<file path="src/rtl/regfile_pkg.sv">
// Shared types and flag logic for the register-file front-end.
package regfile_pkg;

  typedef enum logic {RF_INIT, RF_RUN} rf_state_e;

  localparam int RF_FLAG_ADDR_W = 32;

  typedef struct packed {
    logic zero;
    logic bypass;
  } rf_flags_t;

  // Zero wins over bypass so a write to x0 can never leak into a read of x0.
  function automatic rf_flags_t rf_calc_flags(
    input logic                      zero_reg,
    input logic                      wb_en,
    input logic [RF_FLAG_ADDR_W-1:0] wb_addr,
    input logic [RF_FLAG_ADDR_W-1:0] rs_addr
  );
    rf_flags_t f;
    f.zero   = zero_reg && (rs_addr == '0);
    f.bypass = wb_en && (wb_addr == rs_addr) && !f.zero;
    return f;
  endfunction

endpackage

</file>
<file path="src/rtl/regfile_bypass.sv">
// One read port: captures zero/bypass flags at request time and muxes the
// BRAM output against them, so the result is a snapshot of the request cycle.
module regfile_bypass
  import regfile_pkg::*;
#(
  parameter int DATA_WIDTH = 32,
  parameter int ADDR_WIDTH = 5,
  parameter int ZERO_REG   = 1
) (
  input  logic                  clk_i,
  input  logic                  rst_ni,
  input  logic                  req_i,
  input  logic                  wb_en_i,
  input  logic [ADDR_WIDTH-1:0] wb_addr_i,
  input  logic [DATA_WIDTH-1:0] wb_data_i,
  input  logic [ADDR_WIDTH-1:0] rs_addr_i,
  input  logic [DATA_WIDTH-1:0] bram_data_i,
  output logic [DATA_WIDTH-1:0] data_o
);

  rf_flags_t             flags_d;
  logic                  zero_q;
  logic                  byp_q;
  logic [DATA_WIDTH-1:0] byp_data_q;

  assign flags_d = rf_calc_flags(ZERO_REG != 0, wb_en_i,
                                 RF_FLAG_ADDR_W'(wb_addr_i),
                                 RF_FLAG_ADDR_W'(rs_addr_i));

  // Zero flag set at reset so the port reads 0 before any request.
  always_ff @(posedge clk_i or negedge rst_ni) begin
    if (!rst_ni) begin
      zero_q <= 1'b1;
      byp_q  <= 1'b0;
    end else if (req_i) begin
      zero_q <= flags_d.zero;
      byp_q  <= flags_d.bypass;
    end
  end

  always_ff @(posedge clk_i) begin
    if (req_i && flags_d.bypass) begin
      byp_data_q <= wb_data_i;
    end
  end

  always_comb begin
    data_o = bram_data_i;
    if (zero_q) begin
      data_o = '0;
    end else if (byp_q) begin
      data_o = byp_data_q;
    end
  end

endmodule

</file>
<file path="src/rtl/regfile_ctrl.sv">
// Register-file front-end for two read-first BRAM copies: post-reset clear,
// 2R/1W port with same-cycle write->read bypass and hardwired x0.
module regfile_ctrl
  import regfile_pkg::*;
#(
  parameter int DATA_WIDTH = 32,
  parameter int NUM_WORDS  = 32,
  parameter int ZERO_REG   = 1,
  parameter int ADDR_WIDTH = $clog2(NUM_WORDS)
) (
  input  logic                  clk_i,
  input  logic                  rst_ni,
  output logic                  ready_o,
  input  logic                  rd_req_i,
  input  logic [ADDR_WIDTH-1:0] rs1_addr_i,
  input  logic [ADDR_WIDTH-1:0] rs2_addr_i,
  output logic                  rd_valid_o,
  output logic [DATA_WIDTH-1:0] rs1_data_o,
  output logic [DATA_WIDTH-1:0] rs2_data_o,
  input  logic                  wb_en_i,
  input  logic [ADDR_WIDTH-1:0] wb_addr_i,
  input  logic [DATA_WIDTH-1:0] wb_data_i,
  output logic                  bram_wr_en_o,
  output logic [ADDR_WIDTH-1:0] bram_wr_addr_o,
  output logic [DATA_WIDTH-1:0] bram_wr_data_o,
  output logic                  bram_rd_en_o,
  output logic [ADDR_WIDTH-1:0] bram_rs1_addr_o,
  output logic [ADDR_WIDTH-1:0] bram_rs2_addr_o,
  input  logic [DATA_WIDTH-1:0] bram_rs1_data_i,
  input  logic [DATA_WIDTH-1:0] bram_rs2_data_i
);

  localparam logic                  ZERO_EN   = (ZERO_REG != 0);
  localparam logic [ADDR_WIDTH-1:0] LAST_ADDR = ADDR_WIDTH'(NUM_WORDS - 1);

  rf_state_e             state_q, state_d;
  logic [ADDR_WIDTH-1:0] cnt_q, cnt_d;
  logic                  rd_valid_q;
  logic                  rd_accept;
  logic                  wb_run;

  assign ready_o         = (state_q == RF_RUN);
  assign rd_accept       = ready_o && rd_req_i;
  assign wb_run          = ready_o && wb_en_i;
  assign rd_valid_o      = rd_valid_q;
  assign bram_rd_en_o    = rd_accept;
  assign bram_rs1_addr_o = rs1_addr_i;
  assign bram_rs2_addr_o = rs2_addr_i;

  always_ff @(posedge clk_i or negedge rst_ni) begin
    if (!rst_ni) begin
      state_q    <= RF_INIT;
      cnt_q      <= '0;
      rd_valid_q <= 1'b0;
    end else begin
      state_q    <= state_d;
      cnt_q      <= cnt_d;
      rd_valid_q <= rd_accept;
    end
  end

  // The clear write is gated by rst_ni so nothing reaches the BRAM while held in reset.
  always_comb begin
    state_d        = state_q;
    cnt_d          = cnt_q;
    bram_wr_en_o   = 1'b0;
    bram_wr_addr_o = wb_addr_i;
    bram_wr_data_o = wb_data_i;
    case (state_q)
      RF_INIT: begin
        bram_wr_en_o   = rst_ni;
        bram_wr_addr_o = cnt_q;
        bram_wr_data_o = '0;
        cnt_d          = cnt_q + 1'b1;
        if (cnt_q == LAST_ADDR) begin
          state_d = RF_RUN;
        end
      end
      RF_RUN: begin
        bram_wr_en_o = wb_en_i && !(ZERO_EN && (wb_addr_i == '0));
      end
      default: state_d = RF_INIT;
    endcase
  end

  regfile_bypass #(
    .DATA_WIDTH(DATA_WIDTH),
    .ADDR_WIDTH(ADDR_WIDTH),
    .ZERO_REG  (ZERO_REG)
  ) u_port1 (
    .clk_i      (clk_i),
    .rst_ni     (rst_ni),
    .req_i      (rd_accept),
    .wb_en_i    (wb_run),
    .wb_addr_i  (wb_addr_i),
    .wb_data_i  (wb_data_i),
    .rs_addr_i  (rs1_addr_i),
    .bram_data_i(bram_rs1_data_i),
    .data_o     (rs1_data_o)
  );

  regfile_bypass #(
    .DATA_WIDTH(DATA_WIDTH),
    .ADDR_WIDTH(ADDR_WIDTH),
    .ZERO_REG  (ZERO_REG)
  ) u_port2 (
    .clk_i      (clk_i),
    .rst_ni     (rst_ni),
    .req_i      (rd_accept),
    .wb_en_i    (wb_run),
    .wb_addr_i  (wb_addr_i),
    .wb_data_i  (wb_data_i),
    .rs_addr_i  (rs2_addr_i),
    .bram_data_i(bram_rs2_data_i),
    .data_o     (rs2_data_o)
  );

endmodule

</file>
<file path="config.mk">
export PLATFORM = sky130hd
export DESIGN_NAME = regfile_ctrl
export DESIGN_NICKNAME = d
export VERILOG_FILES = /design/src/rtl/regfile_pkg.sv /design/src/rtl/regfile_bypass.sv /design/src/rtl/regfile_ctrl.sv
export SDC_FILE = /design/constraint.sdc
export NUM_CORES = 1
export LEC_CHECK = 0
export ABC_AREA = 1
export ABC_CLOCK_PERIOD_IN_PS = 1850
export CORE_AREA = 2 2 110 112
export CTS_BUF_LIST = sky130_fd_sc_hd__clkbuf_4
export DETAILED_ROUTE_END_ITERATION = 12
export DIE_AREA = 0 0 112 114
export GPL_TIMING_DRIVEN = 0
export PLACE_DENSITY = 0.79
export SLEW_MARGIN = 25
export SYNTH_ARGS = -nofsm -noshare
export SYNTH_HDL_FRONTEND = slang
export SYNTH_SLANG_ARGS = --single-unit
</file>
<file path="constraint.sdc">
create_clock -name clk_i -period 1.85 [get_ports clk_i]
set_clock_uncertainty 0.05 [all_clocks]
set_input_delay 0.37 -clock clk_i [delete_from_list [all_inputs] [get_ports clk_i]]
set_output_delay 0.37 -clock clk_i [all_outputs]
set_load 0.01 [all_outputs]
</file>
# Word-level counts from Yosys, hierarchy flattened
# Index checks and enable logic that the tools add are counted.
dict set report word_totals {
  ff_bits 75
  input_bits 115
  output_inout_bits 115
}
dict set report classes {
  n_addsub 1
  n_eq_ne 3
  muxes 9
  n_bitwise 1
  n_reduce_logical 15
}
# operator count
set ops {}
lappend ops {{two-way mux 32 bit} 5}
lappend ops {{zero test 5 bit} 3}
lappend ops {{== test 5 bit} 2}
lappend ops {{logical AND 1 bit} 9}
lappend ops {{adder 5 x 1 -> 5 bit, second input constant} 1}
lappend ops {{== test 5 bit, second input constant} 1}
lappend ops {{two-way mux 5 bit} 1}
lappend ops {{zero test 1 bit} 3}
lappend ops {{two-way mux 1 bit} 2}
lappend ops {{case mux 1 bit (2 select lines)} 1}
lappend ops {{inverter 1 bit} 1}

# Longest topological paths before layout
dict set report depth {
  ltp_word 4
  depth_mapped 7
  ltp_nobuf 7
}

# Hierarchy
# From an unflattened synthesis, not the netlist that was laid out.
dict set report hier_totals {
  cells_unflattened 497
  area_unflattened_um2 4291.6
}
# module n_inst cells_per_inst area_each_um2
set modules_own_cells {}
lappend modules_own_cells {regfile_bypass 2 183 1770.4}
lappend modules_own_cells {regfile_ctrl 1 131 750.7}

# Least setup slack after synthesis
# Ideal clock, no wire load.
dict set report synth_path {
  path_kind {flip-flop to flip-flop}
  startpoint {register state_q, in the netlist ready_o}
  endpoint {register u_port1.byp_data_q[0], enable pin}
  arrival_ps 1527
  required_ps 1413
  slack_ps -113
  stages_incl_launch_ff 8
  synth_period_minus_slack_ps 1963
  path_cell_list {dfrtp_1 buf_4 nand2_4 a21oi_2 nand2_1 nor2_1 nand2_1 inv_1}
}
dict set report synth_via {
  elab_chain_len 4
  elab_cells_between_ends 5
  cone_classes {reduce/logical: 5}
}
# element line
set synth_rtl {}
lappend synth_rtl {{start, declared} regfile_ctrl.sv:36} ;# rf_state_e state_q, state_d;
lappend synth_rtl {{start signal, assigned} regfile_ctrl.sv:56} ;# state_q <= state_d;
lappend synth_rtl {{logical AND 1 bit} regfile_ctrl.sv:44} ;# assign wb_run = ready_o && wb_en_i;
lappend synth_rtl {{logical AND 1 bit (2 in series)} regfile_pkg.sv:22} ;# f.bypass = wb_en && (wb_addr == rs_addr) && !f.zero;
lappend synth_rtl {{logical AND 1 bit (*)} regfile_bypass.sv:42} ;# if (req_i && flags_d.bypass) begin
lappend synth_rtl {{end signal, assigned} regfile_bypass.sv:43} ;# byp_data_q <= wb_data_i;
lappend synth_rtl {{end, declared} regfile_bypass.sv:24} ;# logic [DATA_WIDTH-1:0] byp_data_q;
# Mark *: on every way between the ends. The rest lies on a longest branch, timed or not.
# A chain may end at the register's enable or synchronous reset.

# Worst setup path in the final report
dict set report layout_path {
  startpoint {register u_port2.byp_q}
  endpoint {output rs2_data_o[0]}
}
dict set report layout_via {
  elab_chain_len 2
}
# element line
set layout_rtl {}
lappend layout_rtl {{start, declared} regfile_bypass.sv:23} ;# logic byp_q;
lappend layout_rtl {{start signal, assigned} regfile_bypass.sv:37} ;# byp_q <= flags_d.bypass;
lappend layout_rtl {{two-way mux 32 bit} regfile_bypass.sv:51} ;# end else if (byp_q) begin
lappend layout_rtl {{two-way mux 32 bit} regfile_bypass.sv:49} ;# if (zero_q) begin
lappend layout_rtl {{end, declared} regfile_ctrl.sv:19} ;# output logic [DATA_WIDTH-1:0] rs2_data_o,
# Every way passes these cells.

==> summary.md <==
| Metric | Value |
|---|---|
| Total gr overflow | 0 |
| I/O pin count | 230 |
| Crit path max-delay family | buffers and inverters |
| Final setup violation count | a little over 90 |
| # DRC | 0 |
| Pwr dens | approximately 480 nW/um2 |
| Clk buf depth | 2 |
| Leak Pwr | 3.56 nW |
| Vias in the first global route | 4520 |
| Clk_lat worst skew | about 0.40 ns |
| Area growth, synth to finish | 107% |
| Num rows | 40 |
| CTS buffer count | 9 |
| Finished Layout Cells | 928 |
| Wire length per cell | 17.2 um |
| Maximum clock frequency | approximately 490 MHz |
| Core ar. | roughly 12000 um2 |
| Required time of the critical path | roughly 1.4 ns |
| Longest individual stage delay on the worst path | about 0.47 ns |
| Worst-path fanout max | 7 |
| GPL Wtd Cong | between 0.8 and 0.9 |
| Crit path cell chain | clkinv_4 > buf_12 > buf_8 > nand2_2 > a21oi_2 > buf_2 |
| Clock transition at path regs | 0.11 ns |
| Die area | about 13000 um2 |
| Post-Synthesis Cells | 467 |
| Worst-Margin Slew | 0.448 ns |
| Synth Cell Area | just under 4000 um2 |
| CP startpoint kind | flip-flop |
| Die W | 112 um |
| Post-DP HPWL | ~9600 um |
| Seq/Total Area, Yosys | between 50% and 60% |
| Via-per-instance ratio | around 4.8 |
| Slowest CP cell | dfrtp_2 |
| Outcome | finished, violations left |
| Yosys cell types | 25 |
| First-pass DRT Iterations | 4 |
| Initial antenna violation count | 0 |
| VDD IR max | approximately 0.38 mV |
| Root Driver | clkbuf_4 |
| WP buf/inv | 4 |
| Hold WC Path Type | input port to async pin |
| Most frequent cells in the layout | clkdlybuf4s50_1 (112), nand2_1 (90), buf_2 (82), edfxtp_1 (64), nand2_2 (61) |
| First-pass GRT wire length | 22900 um |
| Final WL | approximately 16000 um |
| All-Layer GR Usage | approximately 23% |
| Endpoints failing hold | 0 |
| CTS Sinks | 75 |
| Area of the multi-input gates | 2100 um2 |
| CTS tree | yes |
| Fin crit period | 2.03 ns |
| Diode count | 0 |
| Synth warn | 0 |
| Seq cells post-synth | 75 |
| Routed vias | ~4400 |
| Setup crit end kind | primary output |
| Max-cap violations | 0 |
| Post-Syn Nets | around 600 |
| Placed cells | between 800 and 900 |
| Worst slew margin | between 70 and 80% |
| Final worst-path cycle share | 110% |
| 1st-iter DRT viols | between 150 and 200 |
| Syn avg cell area | 8.43 um2 |
| Initial Util | between 30% and 40% |
| Fin worst setup slack | -0.179 ns |
| FF+latch area | ~2200 um2 |
| Nets | roughly 890 |
| Largest net degree at the start of global routing | 17 |
| RSZ-0062 raised after global routing | yes |
| Worst EP arrival | roughly 1.6 ns |
| Antenna Nets Post-Route | 0 |
| Fillcell total | between 800 and 900 |
| Commonest non-fill, non-tap cell in the layout | clkdlybuf4s50_1 |
| Failing checks | negative setup slack |
| Ratio of cells with drive above 1 in the final layout | between 50 and 60% |
| Critical path class | flip-flop to primary output |
| Pins Over Slew Limit | 0 |
| Die H | approximately 110 um |
| Pwr Total | between 0.003 and 0.004 W |
| # port buffers | ~230 |
| H-Tree Depth | 3 |
[kinds of logic (layout without fill, tap and decap cells)]
kind of cell,count (synthesis),in the layout,synth area share (%)
DFF,75,75,55.9
and+or+nand+nor,222,222,21.7
AOI/OAI and AO/OA,71,71,9.12
buffers and inverters,88,402,10.6
xor gates and xnor gates,9,9,2.00
adders and majority gates,2,2,0.636
[layer usage]
| metal | vias up | share of wire, % | track usage (%) |
|---|---|---|---|
| met4 | 0 | 0.86 | 7.15 |
| met2 | 178 | 54 | 43.4 |
| met5 | - | 0 | 0 |
| li1 | 2097 | - | - |
| met1 | 2124 | 39 | 26.0 |
| met3 | 11 | 5.7 | 4.78 |
[repair_timing]
item | 4_1_cts | 5_1_grt
hold buffers | 1 | 0
setup buffers | 50 | 15
resized for setup | 642 | 196
setup endpoints to repair | 177 | 126
pin swaps | 20 | 35
gates cloned | 13 | 4
hold endpoints to repair | 9 | 0
[report_power, final]
part           internal, W  total (W)  leakage [nW]  switching (W)
logic             0.000587    0.00105          2.78       0.000467
registers          0.00185    0.00185         0.714     0.00000684
clock network     0.000416   0.000974        0.0683       0.000558
total              0.00285    0.00388          3.56        0.00103
[flip-flops by register name, summed over array words and instances, names as in the netlist]
signal	flops
rd_valid_o	1
u_port1.zero_q	1
u_port1.byp_q	1
ready_o	1
u_port2.byp_data_q	32
cnt_q	5
u_port2.byp_q	1
u_port2.zero_q	1
u_port1.byp_data_q	32
[worst reg2reg max path, stage by stage (launching register included)]
cell        delay, ns
dfrtp_1          0.41
buf_12           0.16
buf_8            0.15
nand2_4          0.06
nor2_2           0.09
nand2_1          0.05
nor2_1           0.11
nand2_2          0.12
clkinvlp_4       0.11
buf_12           0.15
[Yosys cell counts (all sizes together)]
master | count | area share [%]
clkbuf | 8 | 0.83
o21ai | 6 | 0.76
ha | 2 | 0.64
dfrtp | 9 | 5.7
buf | 30 | 5.1
xor2 | 2 | 0.45
xnor2 | 7 | 1.6
nand2 | 202 | 19
or2 | 2 | 0.32
nand4 | 1 | 0.16
dfstp | 2 | 1.3
a21oi | 65 | 8.4
inv | 50 | 4.8
edfxtp | 64 | 49
nor2 | 14 | 1.4
nand3 | 3 | 0.38
[final timing paths]
path | cells after the start | to | startpoint | slack [ns]
min in group clk_i | 4 | u_port2.zero_q | rs2_addr_i[4] | 0.34
worst min register to register | 2 | cnt_q[2] | cnt_q[2] | 0.50
worst max-delay path | 6 | rs2_data_o[0] | u_port2.byp_q | -0.18
max in group asynchronous | 2 | u_port2.byp_q | rst_ni | 0.71
worst min-delay path | 1 | u_port2.zero_q | rst_ni | 0.12
worst max register to register | 9 | u_port1.byp_data_q[6] | ready_o | 0.09
[stage by stage]
step	hold WS [ns]	worst slack, ns	utilization, %	setup TNS (ns)	instance area, um2
2_1_floorplan	0.0244	0.0924	-	0	3940
3_3_place_gp	0.452	-0.725	54.8	-66.93	6420
3_5_place_dp	0.459	-0.811	54.8	-71.22	6420
4_1_cts	0.0622	-0.212	63.5	-10.36	7430
5_1_grt	0.112	-0.262	69.5	-14.02	8140
6_report	0.125	-0.179	69.5	-6.77	8140
[area by class of cell]
cell class,instances,area share [%]
repair buffers,302,35.1
flip-flops and latches,75,27.1
multi-input cells,304,25.8
plain buffers,32,5.16
inverters,50,2.80
well taps,147,2.26
clock buffers,10,0.922
clock inverters,5,0.676
repair inverters,3,0.292
Power figures use the tool's default switching activity.
